**src/rtl/gci_std_kmc_ps2_rx.sv**
```systemverilog
// PS/2 receive deserializer: falling-edge framing of 11-bit frames into a one-entry valid/ready buffer.
// Optional clock glitch filter enabled by defining GCI_STD_KMC_PS2_RX_FILTER_EN.
module gci_std_kmc_ps2_rx #(
  parameter int P_TIMEOUT = 100000,
  parameter int P_FILTER  = 8
) (
  input  logic       iCLOCK,
  input  logic       iRESET,
  input  logic       iRESET_SYNC,
  input  logic       iPS2_CLK,
  input  logic       iPS2_DATA,
  output logic       oDATA_VALID,
  output logic [7:0] oDATA,
  input  logic       iDATA_READY,
  output logic       oERR_PARITY,
  output logic       oERR_FRAME,
  output logic       oERR_TIMEOUT,
  output logic       oOVERRUN
);
  localparam int TW = $clog2(P_TIMEOUT + 1);
  localparam logic [TW-1:0] TMO_LAST = TW'(P_TIMEOUT - 1);

  typedef enum logic [1:0] {IDLE, DATA, PARITY, STOP} state_t;

  state_t        state_q;
  logic [7:0]    shreg_q;
  logic [2:0]    bcnt_q;
  logic          par_ok_q;
  logic [TW-1:0] tmo_q;
  logic          prev_clk_q;
  logic [7:0]    data_q;
  logic          valid_q, perr_q, ferr_q, terr_q, ovr_q;
  logic          clk_s, fall;

`ifdef GCI_STD_KMC_PS2_RX_FILTER_EN
  localparam int FW = $clog2(P_FILTER + 1);
  logic          filt_q;
  logic [FW-1:0] run_q;

  // filt_q follows iPS2_CLK only after P_FILTER consecutive differing samples
  always_ff @(posedge iCLOCK or posedge iRESET) begin
    if (iRESET) begin
      filt_q <= 1'b1;
      run_q  <= '0;
    end else if (iRESET_SYNC) begin
      filt_q <= 1'b1;
      run_q  <= '0;
    end else if (iPS2_CLK == filt_q) begin
      run_q  <= '0;
    end else if (run_q == FW'(P_FILTER - 1)) begin
      filt_q <= iPS2_CLK;
      run_q  <= '0;
    end else begin
      run_q  <= run_q + 1'b1;
    end
  end
  assign clk_s = filt_q;
`else
  assign clk_s = iPS2_CLK;
`endif

  assign fall = prev_clk_q & ~clk_s;

  always_ff @(posedge iCLOCK or posedge iRESET) begin
    if (iRESET) begin
      state_q <= IDLE; shreg_q <= '0; bcnt_q <= '0; par_ok_q <= 1'b0; tmo_q <= '0;
      prev_clk_q <= 1'b1; data_q <= '0; valid_q <= 1'b0;
      perr_q <= 1'b0; ferr_q <= 1'b0; terr_q <= 1'b0; ovr_q <= 1'b0;
    end else if (iRESET_SYNC) begin
      state_q <= IDLE; shreg_q <= '0; bcnt_q <= '0; par_ok_q <= 1'b0; tmo_q <= '0;
      prev_clk_q <= 1'b1; data_q <= '0; valid_q <= 1'b0;
      perr_q <= 1'b0; ferr_q <= 1'b0; terr_q <= 1'b0; ovr_q <= 1'b0;
    end else begin
      prev_clk_q <= clk_s;
      perr_q <= 1'b0;
      ferr_q <= 1'b0;
      terr_q <= 1'b0;
      ovr_q  <= 1'b0;
      if (valid_q && iDATA_READY) valid_q <= 1'b0;

      // a fall in the same cycle as expiry wins: the frame keeps going
      if (state_q == IDLE || fall) begin
        tmo_q <= '0;
      end else if (tmo_q == TMO_LAST) begin
        tmo_q   <= '0;
        terr_q  <= 1'b1;
        state_q <= IDLE;
      end else begin
        tmo_q <= tmo_q + 1'b1;
      end

      if (fall) begin
        case (state_q)
          IDLE: if (!iPS2_DATA) begin
            state_q <= DATA;
            bcnt_q  <= '0;
          end
          DATA: begin
            shreg_q <= {iPS2_DATA, shreg_q[7:1]};
            bcnt_q  <= bcnt_q + 1'b1;
            if (bcnt_q == 3'd7) state_q <= PARITY;
          end
          PARITY: begin
            par_ok_q <= ^shreg_q ^ iPS2_DATA;
            state_q  <= STOP;
          end
          STOP: begin
            state_q <= IDLE;
            if (!iPS2_DATA)     ferr_q <= 1'b1;
            else if (!par_ok_q) perr_q <= 1'b1;
            else if (!valid_q || iDATA_READY) begin
              data_q  <= shreg_q;
              valid_q <= 1'b1;
            end else begin
              ovr_q <= 1'b1;
            end
          end
          default: state_q <= IDLE;
        endcase
      end
    end
  end

  assign oDATA_VALID  = valid_q;
  assign oDATA        = data_q;
  assign oERR_PARITY  = perr_q;
  assign oERR_FRAME   = ferr_q;
  assign oERR_TIMEOUT = terr_q;
  assign oOVERRUN     = ovr_q;
endmodule

```
**config.mk**
```make
export PLATFORM = sky130hd
export DESIGN_NAME = gci_std_kmc_ps2_rx
export DESIGN_NICKNAME = d
export VERILOG_FILES = /design/src/rtl/gci_std_kmc_ps2_rx.sv
export SDC_FILE = /design/constraint.sdc
export NUM_CORES = 1
export LEC_CHECK = 0
export ABC_AREA = 1
export CORE_MARGIN = 4
export CORE_UTILIZATION = 52
export CTS_BUF_LIST = sky130_fd_sc_hd__clkbuf_16
export CTS_CLUSTER_DIAMETER = 50
export DETAILED_ROUTE_END_ITERATION = 7
export PLACE_DENSITY = 0.84
export SETUP_SLACK_MARGIN = 0.1
export SLEW_MARGIN = 20
export SYNTH_ARGS = -nofsm -noshare
export SYNTH_HDL_FRONTEND = slang
export SYNTH_SLANG_ARGS = --single-unit
```
**constraint.sdc**
```tcl
create_clock -name iCLOCK -period 1.45 [get_ports iCLOCK]
set_input_delay 0.2175 -clock iCLOCK [delete_from_list [all_inputs] [get_ports iCLOCK]]
set_output_delay 0.2175 -clock iCLOCK [all_outputs]
set_load 0.05 [all_outputs]
```
# == After elaboration in Yosys (flattened, before gate mapping) ==
# Cells that the tools add are included.
# classes
reduce_logical,18
mux,52
n_addsub,2
bitwise_logic,3
eq_ne,6
# op_table
op,n
$mux W8,9
$mux W17,3
$mux W1,29
$add A17 B1 Y17 const B,1
$eq A17 B17 Y1 const B,1
$reduce_bool A2 Y1,7
$mux W2,6
$mux W3,3
$pmux W2 S4,1
$reduce_xor A8 Y1,1
$pmux W3 S2,1
$reduce_and A5 Y1,1
$eq A2 B2 Y1 const B,2
$reduce_and A2 Y1,2
$add A3 B1 Y3 const B,1
$eq A3 B3 Y1 const B,1
$ne A3 B3 Y1 const B,1
$reduce_and A3 Y1,1
$reduce_bool A3 Y1,1
$eq A2 B1 Y1 const B,1
$logic_not A2 Y1,1
$logic_or A1 B1 Y1,2
$and A1 B1 Y1,1
$logic_and A1 B1 Y1,1
other kinds (3),3
# word_totals
output_inout_bits,13
ff_bits,45
inputBits,6
word_cells,93

# == Logic depth before layout (Yosys ltp) ==
# Gate-level depths: netlist of the first run.
# depth
ltp_word,8
depth_mapped,12
ltp_nobuf,12

# == Worst setup path after synthesis of the first run ==
# OpenSTA, ideal clock, no wires.
# synth_path
path_type,flip-flop to flip-flop
from,reg valid_q (netlist: oDATA_VALID)
to,reg data_q[3] (netlist: oDATA[3])
path_buffers,1
arrival_ns,1.338
synth_period_minus_slack_ns,1.412
path_slack_ns,0.038
setup_ns,0.074
required_ns,1.376
path_stages_with_launch,8
path_cell_list,dfrtp_1 > inv_1 > nor2_1 > o21ai_4 > inv_2 > buf_6 > nand2_2 > o21ai_2
# synth_between
elab_chain_cells,4
# synth_lines
element,line,source
from (decl),32,"logic valid_q, perr_q, ferr_q, terr_q, ovr_q;"
from (signal assigned),67,prev_clk_q <= 1'b1; data_q <= '0; valid_q <= 1'b0;
from (signal assigned),71,prev_clk_q <= 1'b1; data_q <= '0; valid_q <= 1'b0;
from (signal assigned),79,if (valid_q && iDATA_READY) valid_q <= 1'b0;
$logic_not A1 Y1,111,else if (!valid_q || iDATA_READY) begin
$logic_or A1 B1 Y1,111,
$reduce_bool A2 Y1 (no line),-,
$reduce_and A5 Y1 (no line),-,
to (signal assigned),112,data_q <= shreg_q;
to (decl),31,logic [7:0] data_q;
# No other way between the ends.
# A chain may end at the register's enable or synchronous reset.

# == Final worst setup path of the first run ==
# layout_path
from,reg tmo_q[1]
to,reg state_q[0]
# layout_between
elab_chain_cells,7
word_cells_on_any_way,8
classes_between,eq/ne: 1; mux: 7
# layout_lines
element,line,source
from (decl),29,logic [TW-1:0] tmo_q;
from (signal assigned),89,tmo_q <= tmo_q + 1'b1;
$eq A17 B17 Y1 (*),84,end else if (tmo_q == TMO_LAST) begin
$mux W2 (*),84,
$mux W2 (*),82,if (state_q == IDLE || fall) begin
"$mux W2, on equally long branches","101, 94",
$pmux W2 S4,93,case (state_q)
$mux W2 (*),92,if (fall) begin
$mux W2 (*),69,end else if (iRESET_SYNC) begin
to (signal assigned),70,state_q <= IDLE; shreg_q <= '0; bcnt_q <= '0; par_ok_q <= 1'b0; tmo_q <= '0;
to (signal assigned),95,state_q <= DATA;
to (signal assigned),101,if (bcnt_q == 3'd7) state_q <= PARITY;
to (decl),25,state_t state_q;
# Mark *: on every way between the ends. The rest lies on a longest branch, timed or not.

==> metrics.md, run 1 <==
| Metric | Value |
|---|---|
| Adder and majority cell fraction of the synthesized area | 1.61% |
| Die boundary height | ~75 um |
| Post-synthesis cell area | 2320 sq um |
| Placeable core region | ~4400 sq um |
| Power per standard cell area | 822 nW/um^2 |
| Area fraction of the dominant cell type after synthesis | between 40% and 50% |
| Endpoint kind of the worst setup timing path | register |
| Most frequent cells in the layout | nand2_1 (57), dfrtp_1 (40), nor2_1 (33) |
| Number of global-route vias before repair | 2,134 |
| Ratio of final minimum period to clock period | 104% |
| Area growth, synth to finish | 47.0% |
| Detailed-placement wirelength estimate | 3750 um |
| Total power draw | 0.00281 W |
| Arrival time at the worst endpoint | ~1.7 ns |
| Slew headroom | approximately 72% |
| Final core utilization | 78.5% |
| Leading register cell type out of synthesis | dfrtp_1 |
| Clock input transition at the sequential cells of the worst setup and hold paths | 0.06 ns |
| Fraction of synthesized area in multiplexers | 0% |
| Number of rows in the core area | 24 |
| Distinct cells, synth | 35 |
| Slowest library cell on the worst path | dfrtp_1 |
| Setup slack of the critical path after layout | -0.0636 ns |
| Total DRC errors in the routed layout | 0 |
| IR Drop Worst-Case VDD | 0.512 mV |
| Fraction of the yosys area taken by sequential cells | 48.5% |
| Max Fanout on Critical Path | 3 |
| # hold bufs at CTS | 0 |
| Violations in the final reports | setup timing |
| Outcome | complete, but fails checks |
| Die area | 5600 sq um |
| Number of clock sinks seen by CTS | 45 |
| Synth async-reset ratio | 100% |
| CTS tree | done |
| Die Width | 74.9 um |
| Most area-consuming cells after synthesis | dfrtp_1 (47%), nand2_1 (12%), nor2_1 (6.1%) |
| Residual antenna-violating net count after detailed routing | 0 |
| Number of buffer and inverter stages on the critical path | 2 |
| Final RePlAce weighted congestion | a little under 0.9 |
| Post-synthesis area per instance | about 8.1 sq um |
| Largest family of logic cells by synthesized area | simple AND/OR/NAND/NOR gates |
| Drt first pass iters | 4 |
| Starting Density | between 50% and 60% |
| Final TNS setup | -0.285 ns |
| Vias per Instance | 5.71 |
| Number of warnings issued by yosys | 0 |
| Number of primary I/O pins | 19 |
| # Max-Cap Violations | 0 |
| Wire length of the first global-routing pass | 9370 um |
| Final setup skew | 0.00599 ns |
| Worst skew pair latency | slightly below 0.3 ns |
| Iteration-0 DRC count of the detailed router | between 100 and 150 |
| Post-synthesis instance total | approximately 290 |
| Number of enable-type register cells in the synthesized netlist | 0 |
| Leading cell type in the layout, fill and taps excluded | nand2_1 |
| Class of the tightest hold or removal check | primary input to async pin |
| Crit-path most repeated cell | buf_4 |
| Synthesized-area fraction occupied by ao, oa, aoi and oai cells | 9.10% |
| Least-Margin Pin Slew | around 0.4 ns |
| Share of layout cells above drive strength 1 | slightly above 40% |
| Leak | 1.63 nW |
| Highest clock frequency the design can meet | ~660 MHz |
| Total via count after detailed routing | 2,306 |
| Overflow left after global routing | 0 |
| Critical Path, Cell by Cell | ha_2, nand2_4, nor2_4, buf_4, nand3_4, buf_4, a31oi_1, a21oi_1 |
| Initial antenna violation count | 0 |
| Highest cell delay on the worst timing path | between 0.3 and 0.4 ns |
| Diode insertion count for antenna repair | 0 |
| Setup repair after global routing missed its margin | yes |
| Number of clock buffers inserted by TritonCTS | 5 |
| Pin count of the biggest net entering global routing | 46 |
| Finish-stage setup viols | 12 |
| Post-route minimum period | 1.51 ns |
| Fraction of the mapped netlist area in simple logic gates | 31.8% |
| Per-cell routed wire length | 16.5 um |
| Syn nets | a little under 300 |
| CTS root buffer | clkbuf_16 |
| Max clock buf depth | 2 |
| Crit start category | register |
| Port bufs | 18 |
| Worst EP required | 1.62 ns |
| Number of nets in the layout | 360 |
| Total wire length after detailed routing | approximately 6700 um |
| CP top delay family | flip-flops |
| Area share of xor/xnor cells in the synthesized design | 1.13% |
| H-tree levels | 2 |
| Slew Viols, Final | 0 |
| Post-synthesis cell type with the largest combined area | dfrtp_1 |
| Crit Path Category | register to register |
| Final hold violation count | 0 |
| Synthesis-stage register bit count | 45 |
| Total routing usage reported by global routing | roughly 22% |
metrics by stage:
step	hold WS (ns)	std cells	setup slack, ns	instance area, sq um
2_1_floorplan	0.289	288	0.0458	2330
3_3_place_gp	0.427	381	-0.129	2890
3_5_place_dp	0.452	381	-0.185	2890
4_1_cts	0.282	394	-0.0341	3120
5_1_grt	0.311	404	-0.151	3420
6_report	0.270	404	-0.0636	3420
layout make-up:
| type | count | area [sq um] |
|---|---|---|
| Timing Repair inverter | 1 | 11.3 |
| Clock inverter | 3 | 21.3 |
| Sequential cell | 45 | 1130 |
| Clock buffer | 5 | 125 |
| Multi-Input combinational cell | 196 | 1220 |
| Inverter | 45 | 186 |
| Timing Repair Buffer | 57 | 651 |
| Fill cell | 216 | 937 |
| Tap cell | 52 | 65.1 |
repair_timing:
action	CTS	global route
cloned	0	2
pin swaps	3	17
setup buffers	5	8
gates resized for setup	15	72
endpoints found under the setup margin	26	39
flip-flops by register name, indices dropped and copies added, names as in the netlist:
signal,count
oDATA_VALID,1
shreg_q,8
oERR_FRAME,1
oERR_PARITY,1
par_ok_q,1
oDATA,8
oERR_TIMEOUT,1
bcnt_q,3
state_q,2
oOVERRUN,1
tmo_q,17
prev_clk_q,1
cell usage after synthesis (2+ instances only):
master and count:
a21oi_1 11, nor3b_1 2, inv_1 37, xor2_1 2, nor2_4 3, nor3_4 2
nor2_1 38, nand2_2 4, nand2_1 77, o21ai_0 9, dfrtp_1 44, nand3_1 14
a31oi_1 3, o21ai_1 2, ha_1 3, nand3_2 2, nor2_2 4, a211oi_1 2
nor3_1 2, o21ai_2 5, nor4_1 2, inv_2 7
report_power, final:
| group | internal [W] | switching, W |
|---|---|---|
| registers | 0.00128 | 0.0000223 |
| clock network | 0.000641 | 0.000497 |
| logic | 0.000151 | 0.000219 |
| total | 0.00207 | 0.000737 |
worst reg2reg max path, stage by stage (launching register included):
cell	delay (ns)
dfrtp_1	0.36
ha_2	0.21
nand2_4	0.07
nor2_4	0.14
buf_4	0.15
nand3_4	0.09
buf_4	0.16
a31oi_1	0.15
a21oi_1	0.08
final timing paths:
path                          endpoint  startpoint  slack [ns]  cells after the start
max                         state_q[0]    tmo_q[1]       -0.06                      8
max reg2reg                 state_q[0]    tmo_q[1]       -0.06                      8
max in group asynchronous   prev_clk_q      iRESET        0.92                      3
min                        oDATA_VALID      iRESET        0.27                      3
min in group iCLOCK        oERR_PARITY    par_ok_q        0.50                      1
min reg2reg                oERR_PARITY    par_ok_q        0.50                      1
metal layers:
layer  GRT usage (%)  vias to the layer above  part of all wire [%]
li1                -                     1041                     -
met1            25.9                     1121                    37
met2            38.2                      112                    53
met3            4.54                       32                   6.2
met4            12.1                        0                   3.6
met5               0                        -                     0
logic make-up (layout without fill, tap and decap cells):
kind of cell / after synthesis / in the layout
fa+ha+maj: 3 / 3
buf+inv: 47 / 111
compound gates: 34 / 34
flops: 45 / 45
xor+xnor: 3 / 3
simple gates: 156 / 156
Power figures use the tool's default switching activity.
==> inputs of run 2 (changes only) <==
CORE_ASPECT_RATIO = 1.1   (was not set)
GPL_ROUTABILITY_DRIVEN = 1   (was not set)
==> run 2 against run 1 <==
The flow still finishes with violations (setup timing). Clock power barely moved. Wire length increased by 1.1%. Maximum frequency is 2.0% lower. Die area about the same. Setup slack worse by 0.031 ns.
==> metrics.md, run 2 (synthesis results as in run 1) <==
| Metric | Value |
|---|---|
| Outcome | complete, but fails checks |
| Violations in the final reports | setup timing |
| Overflow left after global routing | 0 (unchanged) |
| Highest cell delay on the worst timing path | 0.37 ns (about the same) |
| Total routing usage reported by global routing | 20.9% (-1.4 points) |
| Cell internal pwr | 0.00205 W (-1.1%) |
| Switching power of the nets | 0.000729 W (-1.2%) |
| Final TNS setup | -1.05 ns (-0.764 ns) |
| Endpoint kind of the worst setup timing path | register |
| Pin count of the biggest net entering global routing | 46 (unchanged) |
| Number of rows in the core area | 25 (+4.2%) |
| Drt first pass iters | 4 (unchanged) |
| Wire length of the first global-routing pass | 9230 um (-1.5%) |
| Setup slack of the critical path after layout | -0.0945 ns (-0.0308 ns) |
| Residual antenna-violating net count after detailed routing | 0 (unchanged) |
| # Max-Cap Violations | 0 (unchanged) |
| Number of nets in the layout | 356 (-1.1%) |
| Least-Margin Pin Slew | 0.424 ns (+0.0147 ns) |
| Slowest library cell on the worst path | dfrtp_1 |
| Max FFs per register | 17 (unchanged) |
| Number of clock sinks seen by CTS | 45 (unchanged) |
| Die boundary height | 78.1 um (+4.4%) |
| Vias per Instance | 5.47 (-4.2%) |
| Final hold violation count | 0 (unchanged) |
| Worst EP required | 1.61 ns (about the same) |
| Leak | 1.60 nW (-2.0%) |
| Worst skew pair latency | 0.29 ns (about the same) |
| Post-route minimum period | 1.54 ns (+0.0308 ns) |
| CTS tree | done |
| Worst hold-check slack | 0.275 ns (+0.00477 ns) |
| Initial antenna violation count | 0 (unchanged) |
| Final setup skew | 0.00672 ns (+0.000733 ns) |
| Setup repair after global routing missed its margin | yes |
| Number of primary I/O pins | 19 (unchanged) |
| Highest clock frequency the design can meet | 647 MHz (-2.0%) |
| Arrival time at the worst endpoint | 1.71 ns (+0.03 ns) |
| Crit Path Category | register to register |
| Crit-path most repeated cell | buf_4 |
| Ratio of final minimum period to clock period | 107% (+2.1 points) |
| Per-cell routed wire length | 16.8 um (+1.6%) |
| Area growth, synth to finish | 47.1% |
| Power per standard cell area | 812 nW/um^2 (-1.2%) |
| Share of layout cells above drive strength 1 | 45.7% (+5.3 points) |
| Number of global-route vias before repair | 2,063 (-3.3%) |
| R2R setup slack | -0.09 ns (-0.03 ns) |
| Combinational cell fraction of total power | 13.1% (about the same) |
| Number of clock buffers inserted by TritonCTS | 5 (unchanged) |
| Diode insertion count for antenna repair | 0 (unchanged) |
| Setup WS pre-CTS | -0.215 ns (-0.0300 ns) |
| Port bufs | 18 (unchanged) |
| Slew Viols, Final | 0 (unchanged) |
| IR Drop Worst-Case VDD | 0.778 mV (+52%) |
| Total wire length after detailed routing | 6730 um (+1.1%) |
| # hold bufs at CTS | 0 (unchanged) |
| Slew headroom | 71.7% (-0.76 points) |
| Finish-stage setup viols | 24 (+12) |
| Total DRC errors in the routed layout | 0 (unchanged) |
| Critical Path, Cell by Cell | ha_2, nand2_4, nor2_4, buf_4, nand3_4, buf_4, a31oi_1, a21oi_1 |
| Number of buffer and inverter stages on the critical path | 2 (unchanged) |
| CTS root buffer | clkbuf_16 |
| Max Fanout on Critical Path | 3 (unchanged) |
| Final RePlAce weighted congestion | 0.827 (-4.9%) |
| CP top delay family | flip-flops |
| Die area | 5610 sq um (about the same) |
| Leading cell type in the layout, fill and taps excluded | nand2_1 |
| H-tree levels | 2 (unchanged) |
| Total via count after detailed routing | 2,199 (-4.6%) |
| Clock input transition at the sequential cells of the worst setup and hold paths | 0.06 ns (about the same) |
| Detailed-placement wirelength estimate | 3760 um (+0.35%) |
| Max clock buf depth | 2 (unchanged) |
| Relative contribution of the clock network to total power | 39.9% (-0.6 points) |
| Die Width | 71.8 um (-4.2%) |
| Top register by number of flip-flops | tmo_q |
| Sequential Power Share | 47.0% (+0.6 points) |
| Switching part of the total power | 26.2% (about the same) |
| Iteration-0 DRC count of the detailed router | 156 (+46%) |
| Placeable core region | 4320 sq um (-0.86%) |
| Crit start category | register |
| Class of the tightest hold or removal check | primary input to async pin |
| Starting Density | 53.9% (+0.46 points) |
| Most frequent cells in the layout | nand2_1 (47), dfrtp_1 (40), nor2_1 (30) |
==> run 2: changes by cell type in the layout (fill, tap and decap cells not counted), moves of 6 or more <==
| cell | before | now |
|---|---|---|
| buf_4 | 31 | 25 |
| nand2_2 | 16 | 27 |
| o21ai_1 | 8 | 2 |
| nand2_1 | 57 | 47 |
==> run 2: per-stage QoR <==
step / util, % / power [W] / instance area [sq um] / instances
2_1_floorplan: - / 0.00147 / 2330 / 288
3_3_place_gp: 65.5 / 0.00156 / 2830 / 378
3_5_place_dp: 65.5 / 0.00157 / 2830 / 378
4_1_cts: 72.0 / 0.00269 / 3110 / 396
5_1_grt: 79.2 / 0.00285 / 3420 / 402
6_report: 79.2 / 0.00278 / 3420 / 402
==> run 2: routing by layer <==
layer	wire length [um]	up-vias	global-route usage, %	share of wire [%]
li1	-	1028	-	-
met5	0	-	0	0
met4	130	0	7.33	1.9
met2	3740	72	36.4	56
met3	258	17	3.84	3.8
met1	2610	1082	25.5	39
==> run 2: worst paths after layout <==
kind                       startpoint          end  depth (start not counted)
max                          tmo_q[1]   state_q[0]                          8
min in group iCLOCK         iPS2_DATA   oERR_FRAME                          3
max in group asynchronous      iRESET   prev_clk_q                          3
max reg2reg                  tmo_q[1]   state_q[0]                          8
min reg2reg                  par_ok_q  oERR_PARITY                          1
min                            iRESET     tmo_q[7]                          3
==> run 2: what timing repair did <==
action,in CTS,in global routing
setup buffers,10,7
cloned,1,0
gates resized for setup,22,86
setup endpoints to repair,25,36
pin swaps,13,27
==> run 2: tightest hold or removal path: cells and delay by family <==
family | cells | cell delay, ns
buffers and inverters | 3 | 0.72
==> run 2: layout make-up <==
cell class                 instances  area, sq um
multi-input combinational        196         1280
sequential                        45         1130
fill                             253          896
timing repair buffer              53          609
inverter                          45          181
clock buffer                       5          125
tap                               54         67.6
clock inverter                     3         15.0
timing repair inverter             1         8.76
==> run 2: power groups by stage <==
stage / combinational (W) / clock [W] / sequential (W)
global route: 0.000392 / 0.00116 / 0.00131
CTS: 0.000280 / 0.00111 / 0.00130
finish: 0.000364 / 0.00111 / 0.00130
detailed placement: 0.000251 / 0 / 0.00132
global placement: 0.000242 / 0 / 0.00132
floorplan: 0.000147 / 0 / 0.00133
